$ cat src/rtl/alu_result_streamer.sv
`default_nettype none
// ============================================================================
// Module      : alu_result_streamer
// Description : Captures an alu result on a done rising edge and streams it
//               as bytes over valid/ready (row-major matrix or one det byte).
// Revision    : 1.0 - initial release
// ============================================================================
module alu_result_streamer #(
    parameter int MAX_N  = 5,
    parameter int ELEM_W = 8
) (
    input  logic                          clock,
    input  logic                          reset_n,
    input  logic                          done,
    input  logic [2:0]                    opcode,
    input  logic [2:0]                    matrix_size,
    input  logic [MAX_N*MAX_N*ELEM_W-1:0] C_flat,
    input  logic [ELEM_W-1:0]             number,
    input  logic                          overflow_flag,
    output logic [ELEM_W-1:0]             out_data,
    output logic                          out_valid,
    input  logic                          out_ready,
    output logic                          out_last,
    output logic                          out_ovf,
    output logic                          busy,
    output logic                          drop
);

    localparam int         FLAT_W = MAX_N * MAX_N * ELEM_W;
    localparam logic [2:0] OP_NOP = 3'b000;
    localparam logic [2:0] OP_DET = 3'b111;

    typedef enum logic [0:0] {
        IDLE = 1'b0,
        SEND = 1'b1
    } state_t;

    state_t              state;
    logic                det_mode;
    logic                done_q;
    logic [FLAT_W-1:0]   mat;
    logic [2:0]          n;
    logic [2:0]          row;
    logic [2:0]          col;

    logic                start;
    logic                capture;
    logic                beat;
    logic                load;
    logic                cap_det;
    logic                cap_last;
    logic [2:0]          cap_n;
    logic [ELEM_W-1:0]   cap_data;
    logic [2:0]          nxt_row;
    logic [2:0]          nxt_col;
    logic                nxt_last;
    logic [ELEM_W-1:0]   nxt_elem;

    // Indices past the end of the flat bus only occur after the final element
    // and are never loaded, so they simply read as zero.
    function automatic logic [ELEM_W-1:0] elem_at(input logic [FLAT_W-1:0] flat,
                                                  input logic [2:0] r,
                                                  input logic [2:0] c);
        int idx;
        idx = (int'(r) * MAX_N + int'(c)) * ELEM_W;
        if (idx > FLAT_W - ELEM_W) begin
            return '0;
        end
        return flat[idx +: ELEM_W];
    endfunction

    always_comb begin
        start    = done & ~done_q;
        capture  = start & (opcode != OP_NOP);
        beat     = out_valid & out_ready;
        // A new result may be taken from idle or on the very beat that ends the current one.
        load     = capture & ((state == IDLE) | (beat & out_last));
        cap_det  = (opcode == OP_DET);

        if (matrix_size == 3'd0) begin
            cap_n = 3'd1;
        end else if (int'(matrix_size) > MAX_N) begin
            cap_n = 3'(MAX_N);
        end else begin
            cap_n = matrix_size;
        end

        cap_data = cap_det ? number : C_flat[ELEM_W-1:0];
        cap_last = cap_det | (cap_n == 3'd1);

        if (col == n - 3'd1) begin
            nxt_col = 3'd0;
            nxt_row = row + 3'd1;
        end else begin
            nxt_col = col + 3'd1;
            nxt_row = row;
        end
        nxt_last = (nxt_row == n - 3'd1) && (nxt_col == n - 3'd1);
        nxt_elem = elem_at(mat, nxt_row, nxt_col);
    end

    always_ff @(posedge clock or negedge reset_n) begin
        if (!reset_n) begin
            state     <= IDLE;
            det_mode  <= 1'b0;
            done_q    <= 1'b0;
            mat       <= '0;
            n         <= 3'd0;
            row       <= 3'd0;
            col       <= 3'd0;
            out_data  <= '0;
            out_valid <= 1'b0;
            out_last  <= 1'b0;
            out_ovf   <= 1'b0;
            busy      <= 1'b0;
            drop      <= 1'b0;
        end else begin
            done_q <= done;
            drop   <= 1'b0;
            if (load) begin
                state     <= SEND;
                det_mode  <= cap_det;
                mat       <= C_flat;
                n         <= cap_n;
                row       <= 3'd0;
                col       <= 3'd0;
                out_data  <= cap_data;
                out_last  <= cap_last;
                out_ovf   <= overflow_flag;
                out_valid <= 1'b1;
                busy      <= 1'b1;
            end else if (state == SEND) begin
                if (capture) begin
                    drop <= 1'b1;
                end
                if (beat) begin
                    if (out_last) begin
                        state     <= IDLE;
                        out_valid <= 1'b0;
                        busy      <= 1'b0;
                        out_last  <= 1'b0;
                        out_ovf   <= 1'b0;
                        out_data  <= '0;
                    end else if (!det_mode) begin
                        row      <= nxt_row;
                        col      <= nxt_col;
                        out_data <= nxt_elem;
                        out_last <= nxt_last;
                    end
                end
            end
        end
    end

endmodule
`default_nettype wire

$ cat config.mk
export PLATFORM = sky130hd
export DESIGN_NAME = alu_result_streamer
export DESIGN_NICKNAME = d
export VERILOG_FILES = /design/src/rtl/alu_result_streamer.sv
export SDC_FILE = /design/constraint.sdc
export NUM_CORES = 1
export LEC_CHECK = 0
export CAP_MARGIN = 20
export CORE_UTILIZATION = 45
export CTS_CLUSTER_SIZE = 30
export DETAILED_ROUTE_END_ITERATION = 10
export GPL_TIMING_DRIVEN = 1
export HOLD_SLACK_MARGIN = 0.02
export PLACE_DENSITY_LB_ADDON = 0.2
export SLEW_MARGIN = 25
export SYNTH_ARGS = -nofsm -noshare
export SYNTH_HDL_FRONTEND = slang
export SYNTH_SLANG_ARGS = --single-unit
$ cat constraint.sdc
create_clock -name clock -period 5.3 [get_ports clock]
set_input_delay 0.53 -clock clock [delete_from_list [all_inputs] [get_ports clock]]
set_output_delay 0.53 -clock clock [all_outputs]
set_load 0.02 [all_outputs]
### Word level (Yosys, flattened, before mapping)

Index checks and enable logic that the tools add are counted.

| cells by class | value |
|---|---|
| equality and inequality tests | 8 |
| multiply operators | 1 |
| bitwise gates (word level) | 9 |
| multiplexer cells | 40 |
| reduce and logical (&&, ||, !) cells | 10 |
| shift operators | 1 |
| order comparisons | 2 |
| add/subtract/negate cells | 4 |

Operator list:

| operator | count |
|---|---|
| $shiftx 200x11->8 | 1 |
| $mux 8 | 8 |
| $mux 3 | 14 |
| $mux 1 | 18 |
| $gt 10x8->1 const B | 1 |
| $eq 3x3->1 | 3 |
| $add 6x3->7 | 1 |
| $add 3x1->3 const B | 2 |
| $mul 3x3->6 const B | 1 |
| $reduce_and 3->1 | 2 |
| $reduce_bool 2->1 | 3 |
| $and 1x1->1 | 5 |
| $ne 2x1->1 const B | 2 |
| $reduce_and 4->1 | 1 |
| $eq 3x1->1 const B | 1 |
| $eq 3x3->1 const B | 1 |
| $gt 3x3->1 const B | 1 |
| $logic_not 3->1 | 1 |
| $ne 3x2->1 const B | 1 |
| $reduce_bool 3->1 | 1 |
| $sub 3x1->3 const B | 1 |
| $not 1->1 | 2 |
| $or 1x1->1 | 2 |
| $reduce_and 2->1 | 1 |
| $logic_and 1x1->1 | 1 |

| word-level totals | value |
|---|---|
| bits in registers | 224 |
| logic and storage cells | 87 |
| output and inout bits | 13 |

### Longest topological paths before layout

Gate-level depths: netlist of run 1.

| logic depth | value |
|---|---|
| word-level depth | 13 |
| mapped depth | 19 |
| depth with buffers taken out | 18 |

### Worst setup path after synthesis of run 1

OpenSTA, ideal clock, no wires.

| path | value |
|---|---|
| kind | reg-to-reg |
| start point | reg n[0] |
| end point | reg out_data[2] |
| buffers on the path | 1 |
| setup slack | 821 ps |
| arrival | 4402 ps |
| period minus slack after synthesis | 4479 ps |
| stages on the path, launching flop included | 17 |
| cell sequence | dfrtp_1 > inv_1 > ha_1 > xor3_1 > or2_2 > nor2b_1 > clkbuf_1 > nand2_1 > xnor2_1 > xor2_1 > ha_1 > fa_1 > or2_2 > nor3_1 > nand2_1 > a311o_1 > a21oi_1 |

| between the ends | value |
|---|---|
| cells in the longest elaborated chain, start to end | 13 |

RTL lines:

| item | RTL line | source |
|---|---|---|
| start: declaration | 42 | `logic [2:0] n;` |
| start signal: assignment | 124 | `n <= cap_n;` |
| $sub 3x1->3 * | 91 | `if (col == n - 3'd1) begin` |
| $eq 3x3->1 * | 91 |  |
| $mux 3 | 91 |  |
| $mul 3x3->6 | 65 | `idx = (int'(r) * MAX_N + int'(c)) * ELEM_W;` |
| $add 6x3->7 * | 65 |  |
| parallel branches: the longest is 2 deep, another holds $shiftx 200x11->8 | -- |  |
| $mux 8 * | 69 | `return flat[idx +: ELEM_W];` |
| $mux 8 * | 144 | `end else if (!det_mode) begin` |
| $mux 8 * | 137 | `if (out_last) begin` |
| $mux 8 * | 136 | `if (beat) begin` |
| $mux 8 * | 132 | `end else if (state == SEND) begin` |
| $mux 8 * | 120 | `if (load) begin` |
| end signal: assignment | 127 | `out_data <= cap_data;` |
| end signal: assignment | 147 | `out_data <= nxt_elem;` |
| end: declaration | 20 | `output logic [ELEM_W-1:0] out_data,` |

Every way passes the cells marked *. The select of a mux whose other input is x is not followed.
A chain may end at the register's enable or synchronous reset.

### Worst setup path after layout of run 1

Ends and elaborated chain as after synthesis.

==> metrics, run 1 <==
status finished, final reports clean; RSZ-0062 raised after global routing false; Clock Latency Late Sink 0.54 ns; die height 157 um; post-route ant nets 0; Syn-to-layout area delta 32.7%; share of layout cells above drive strength 1 5.42%; DR pass1 iterations 5; crit end category register; met3 Use GR 3.88%; syn_area_per_cell 8.18 um2; IO Count 232; Initial DRC Count 854; GPL Wtd Cong 0.904; DIE AREA 24500 um2; reg2reg start n[0]; via/cell ratio 5.23; Tcrit/Tclk final 93.8%; WHS 0.464 ns; synth cell count leaders nand2_1 (728), dfrtp_1 (224), clkbuf_1 (59); cell with the most instances after synthesis nand2_1; crit path launch n[0]; post-synth top area share 52.2%; Slew @ Worst Pin 0.926 ns; Yosys warning total 0; CP startpoint kind register; Worst-path clk slew 0.06 ns; Synth Register Bits 224; final hold violations 0; Post-synth top flop dfrtp_1; number of enable flip-flop cells after synthesis 0; register area share after synthesis 52.2%; TritonCTS Buffers 25; Post-CTS Resized 0; post-synthesis async set-or-reset flop share 100%; clk sinks 224; largest net degree at the start of global routing 208; Post-Syn Instances 1314; Pleak 6.95 nW; Die W 157 um; Distinct cells, synth 49; initial core utilization 45.8%; crit path DAT 5.44 ns; vias in the first global route 9584; Power per Cell Area 774 nW/um2; crit-path max cell delay 0.74 ns; GRT busiest layer met2; Total Wirelength 32500 um; Final Total Pwr 11.0 mW; synthesized area 10700 um2; Cell Rows 56; Synth area leader dfrtp_1; final antenna diode count 0; initial antenna violation count 0; total congestion overflow 0; Slew HR 38.3%; Hold Path Class in2async; Nets 1742; Root Buffer clkbuf_16; count of input and output buffers 231; Final Max Slew Viols 0; # DRC 0; Max Fclk 201 MHz; post-synthesis net count 1543; Peak VDD IR 0.000605 V; crit path time final 4.97 ns; Core Footprint 23500 um2; Cell Chain, Critical Path inv_1, ha_1, xor3_1, or2_2, nor2b_1, buf_4, nand2_1, xnor2_1, xor2_1, ha_1, fa_1, or2_2, nor3_1, nand2_1, a311o_1, a21oi_1; final setup fails 0; vias 9668; Slowest-stage cell, CP nor3_1; final clock skew 0.0178 ns; CTS Buffer Depth 3; first-pass GRT wire length 51300 um; Critical Path RT 5.77 ns; met2 Usage GRT 43.2%; final core occ 60.8%; Detail Placement HPWL 23100 um; critical path class reg2reg; top post-synthesis cells by area dfrtp_1 (52%), nand2_1 (25%), mux4_2 (3.1%); # H-tree levels 1; Setup TNS 0 ns; Max Cap Violations 0; CTS tree built; crit path max fanout 11; drt wl/cell 17.6 um; Total GRT Usage 27.1%; met1 global-route usage 38.8%
-- final cells by class --
cell class              count  area [um2]
clock inverters            10         169
fillers                  2110        9210
clock buffers              34         719
flip-flops and latches    224        5610
well taps                 319         399
inverters                   8        30.0
multi-input cells        1006        4850
repair buffers            248        2490
-- report_power, final --
group	switching, mW	total, mW	leakage [nW]	internal (mW)
registers	0.535	3.02	2.81	2.48
logic	3.85	6.16	3.70	2.31
clock network	0.720	1.87	0.441	1.15
-- metal layers --
layer / share of wire, % / up-vias
li1: - / 4627
met1: 44 / 4608
met2: 46 / 378
met3: 7.4 / 55
met4: 2.5 / 0
met5: 0 / -
-- repair_timing --
item / in CTS / in global routing
endpoints found under the hold margin: 0 / 32
buffers inserted: 0 / 0
hold buffers: 0 / 1
-- per-stage QoR --
step	instance area, um2	instances	setup slack, ns
global placement	13300	1803	0.583
finish	14300	1849	0.328
floorplan	10700	1314	0.821
detailed placement	13300	1803	0.404
CTS	14200	1847	0.364
global route	14300	1849	0.0371
-- registers in the layout (all words and copies together), names as in the netlist --
signal and flops:
busy 1, out_last 1, out_ovf 1, mat 200, det_mode 1, out_data 8
row 3, col 3, n 3, done_q 1, state 1, drop 1
-- final timing paths --
check	endpoint	slack [ns]	cells past startpoint
hold / removal	mat[76]	0.46	2
setup / recovery	out_data[2]	0.33	16
hold reg to reg	mat[27]	0.47	2
min in group clock	mat[27]	0.47	2
setup reg to reg	out_data[2]	0.33	16
max in group asynchronous	det_mode	3.80	3
-- worst max-delay path: cells and delay by family, from the launching register on --
family,cells,cell delay [ns]
fa+ha+maj,3,0.99
compound gates,2,0.51
flops,1,0.43
buf+inv,2,0.25
simple gates,6,1.86
xor+xnor,3,0.88
-- cells in the final DEF (no fill, tap or decap), types with 5 or more instances in the layout --
master             n
o211ai_1           8
mux2i_1           23
nand2_1          728
nand3_1           37
dfrtp_1          224
xnor2_1            8
ha_1               9
a31oi_1            5
nor4_1             7
nor3_1             8
mux4_2            15
clkbuf_16         25
clkbuf_8           6
nor2_1            30
clkdlybuf4s50_1  230
o21ai_0           24
nand4_1            6
inv_1              7
buf_4             13
a21oi_1           41
-- logic make-up after synthesis --
| group | share of synthesized area [%] |
|---|---|
| buffers and inverters | 3.14 |
| flip-flops | 52.2 |
| XOR/XNOR | 1.36 |
| AO/OA/AOI/OAI | 6.31 |
| AND/OR/NAND/NOR | 30.4 |
| multiplexers | 5.39 |
| adder cells (fa/ha/maj) | 1.23 |
Power figures use the tool's default switching activity.
==> inputs of run 2 (changes only) <==
Clock period 5.3 ns to 5.2 ns, I/O delays scaled along.
==> run 2 against run 1 <==
  * Core utilization decreased by 0.19 points
  * Cell area decreased by 0.31%
  * Routed wire length decreased by 1.2%
  * Critical path depth unchanged
  * Die area unchanged
  * Hold slack got worse by 0.45 ns
  * Sequential share of layout area increased by 0.12 points
==> metrics, run 2 (same netlist as run 1, synthesis figures left out) <==
Detail Placement HPWL 23200 um; Nets 1741; Max Cap Violations 0; Hold Path Class in2async; via/cell ratio 5.23; # DRC 0; RSZ-0062 raised after global routing false; Power per Cell Area 789 nW/um2; commonest non-fill, non-tap cell in the layout nand2_1; Tcrit/Tclk final 91.0%; Slew HR 46.1%; final setup fails 0; cell count after placement 1805; initial core utilization 45.8%; Max Fclk 211 MHz; Cell Rows 56; Peak VDD IR 0.000542 V; Final Max Slew Viols 0; clk sinks 224; # H-tree levels 1; die height 157 um; DIE AREA 24500 um2; final core occ 60.6%; Final Instance Count excl. Fillers 1848; status finished, final reports clean; Largest regs mat x200, out_data x8; max reg flops 200; crit path time final 4.73 ns; CTS Buffer Depth 3; crit path max fanout 13; TritonCTS Buffers 24; CP startpoint kind register; post-route ant nets 0; Root Buffer clkbuf_16; final antenna diode count 0; IO Count 232; DR pass1 iterations 6; Setup TNS 0 ns; GPL Wtd Cong 0.941; Critical Path RT 5.61 ns; share of layout cells above drive strength 1 5.56%; Syn-to-layout area delta 32.3%; vias in the first global route 9581; Total GRT Usage 26.9%; count of input and output buffers 231; Initial DRC Count 799; initial antenna violation count 1; CTS tree built; Reg with most FFs mat; crit end category register; commonest non-fill, non-tap cells in the layout nand2_1 (727), clkdlybuf4s50_1 (230), dfrtp_1 (224); largest net degree at the start of global routing 130; Clock Latency Late Sink 0.52 ns; vias 9661; Core Footprint 23500 um2; Worst-path clk slew 0.06 ns; CTS Hold Bufs 0; final clock skew 0.00782 ns; Pleak 6.92 nW; first-pass GRT wire length 51000 um; Die W 157 um; crit path DAT 5.15 ns; drt wl/cell 17.3 um; total congestion overflow 0; critical path class reg2reg; Total Wirelength 32100 um; final hold violations 0; Slew @ Worst Pin 0.809 ns
[run 2: path summary, 6_finish.rpt]
check	slack, ns	cells after the start	endpoint	start
max	0.47	16	out_data[6]	n[0]
min	0.02	1	mat[104]	reset_n
max reg2reg	0.47	16	out_data[6]	n[0]
min reg2reg	0.47	2	mat[132]	mat[132]
max in group asynchronous	4.06	2	mat[179]	reset_n
min in group clock	0.47	2	mat[132]	mat[132]
[run 2: repair_timing]
action | 4_1_cts | 5_1_grt
setup endpoints to repair | 0 | 7
setup buffers | 0 | 0
resized for setup | 0 | 4
[run 2: stage by stage]
step / instance area [um2] / setup WS [ns] / total power, mW / hold slack [ns]
6_report: 14200 / 0.466 / 11.2 / 0.0185
5_1_grt: 14200 / 0.140 / 12.0 / 0.100
3_5_place_dp: 13400 / 0.338 / 9.26 / 0.460
4_1_cts: 14200 / 0.306 / 11.1 / 0.0809
2_1_floorplan: 10700 / 0.721 / 7.14 / 0.224
3_3_place_gp: 13400 / 0.501 / 9.13 / 0.454
[run 2: area by class of cell]
type	instances	area, um2
Multi-Input combinational cell	1006	4860
Fill cell	2045	9250
Tap cell	319	399
Timing Repair Buffer	248	2480
Sequential cell	224	5610
Inverter	8	30.0
Clock inverter	10	168
Clock buffer	33	674
[run 2: critical path, stage by stage (launching register included)]
cell and delay, ns:
dfrtp_1 0.44, inv_1 0.08, ha_1 0.24, xor3_1 0.40
or2_2 0.33, nor2b_1 0.16, nand2_1 0.12, xnor2_1 0.29
xor2_1 0.18, ha_1 0.28, fa_2 0.76, clkinv_1 0.38
nand2_1 0.28, o21ai_0 0.13, nor4_1 0.29, nor3_1 0.09
a21o_1 0.16
[run 2: report_power, final]
part           leakage [nW]  internal (mW)  switching [mW]
Combinational          3.70           2.37            3.95
Sequential             2.81           2.53           0.551
Clock                 0.410           1.11           0.705
[run 2: routing by layer]
metal,global-route usage (%),up-vias,wire length [um]
li1,-,4618,-
met1,37.3,4579,13900
met2,43.1,403,15000
met3,5.26,59,2350
met4,7.24,2,813
met5,0,-,13
==> inputs of run 3 (changes only) <==
Settings changed: SKIP_LAST_GASP set to 1.
==> results of run 3 <==
No change in the layout: final DEF, timing and power equal those of run 2.
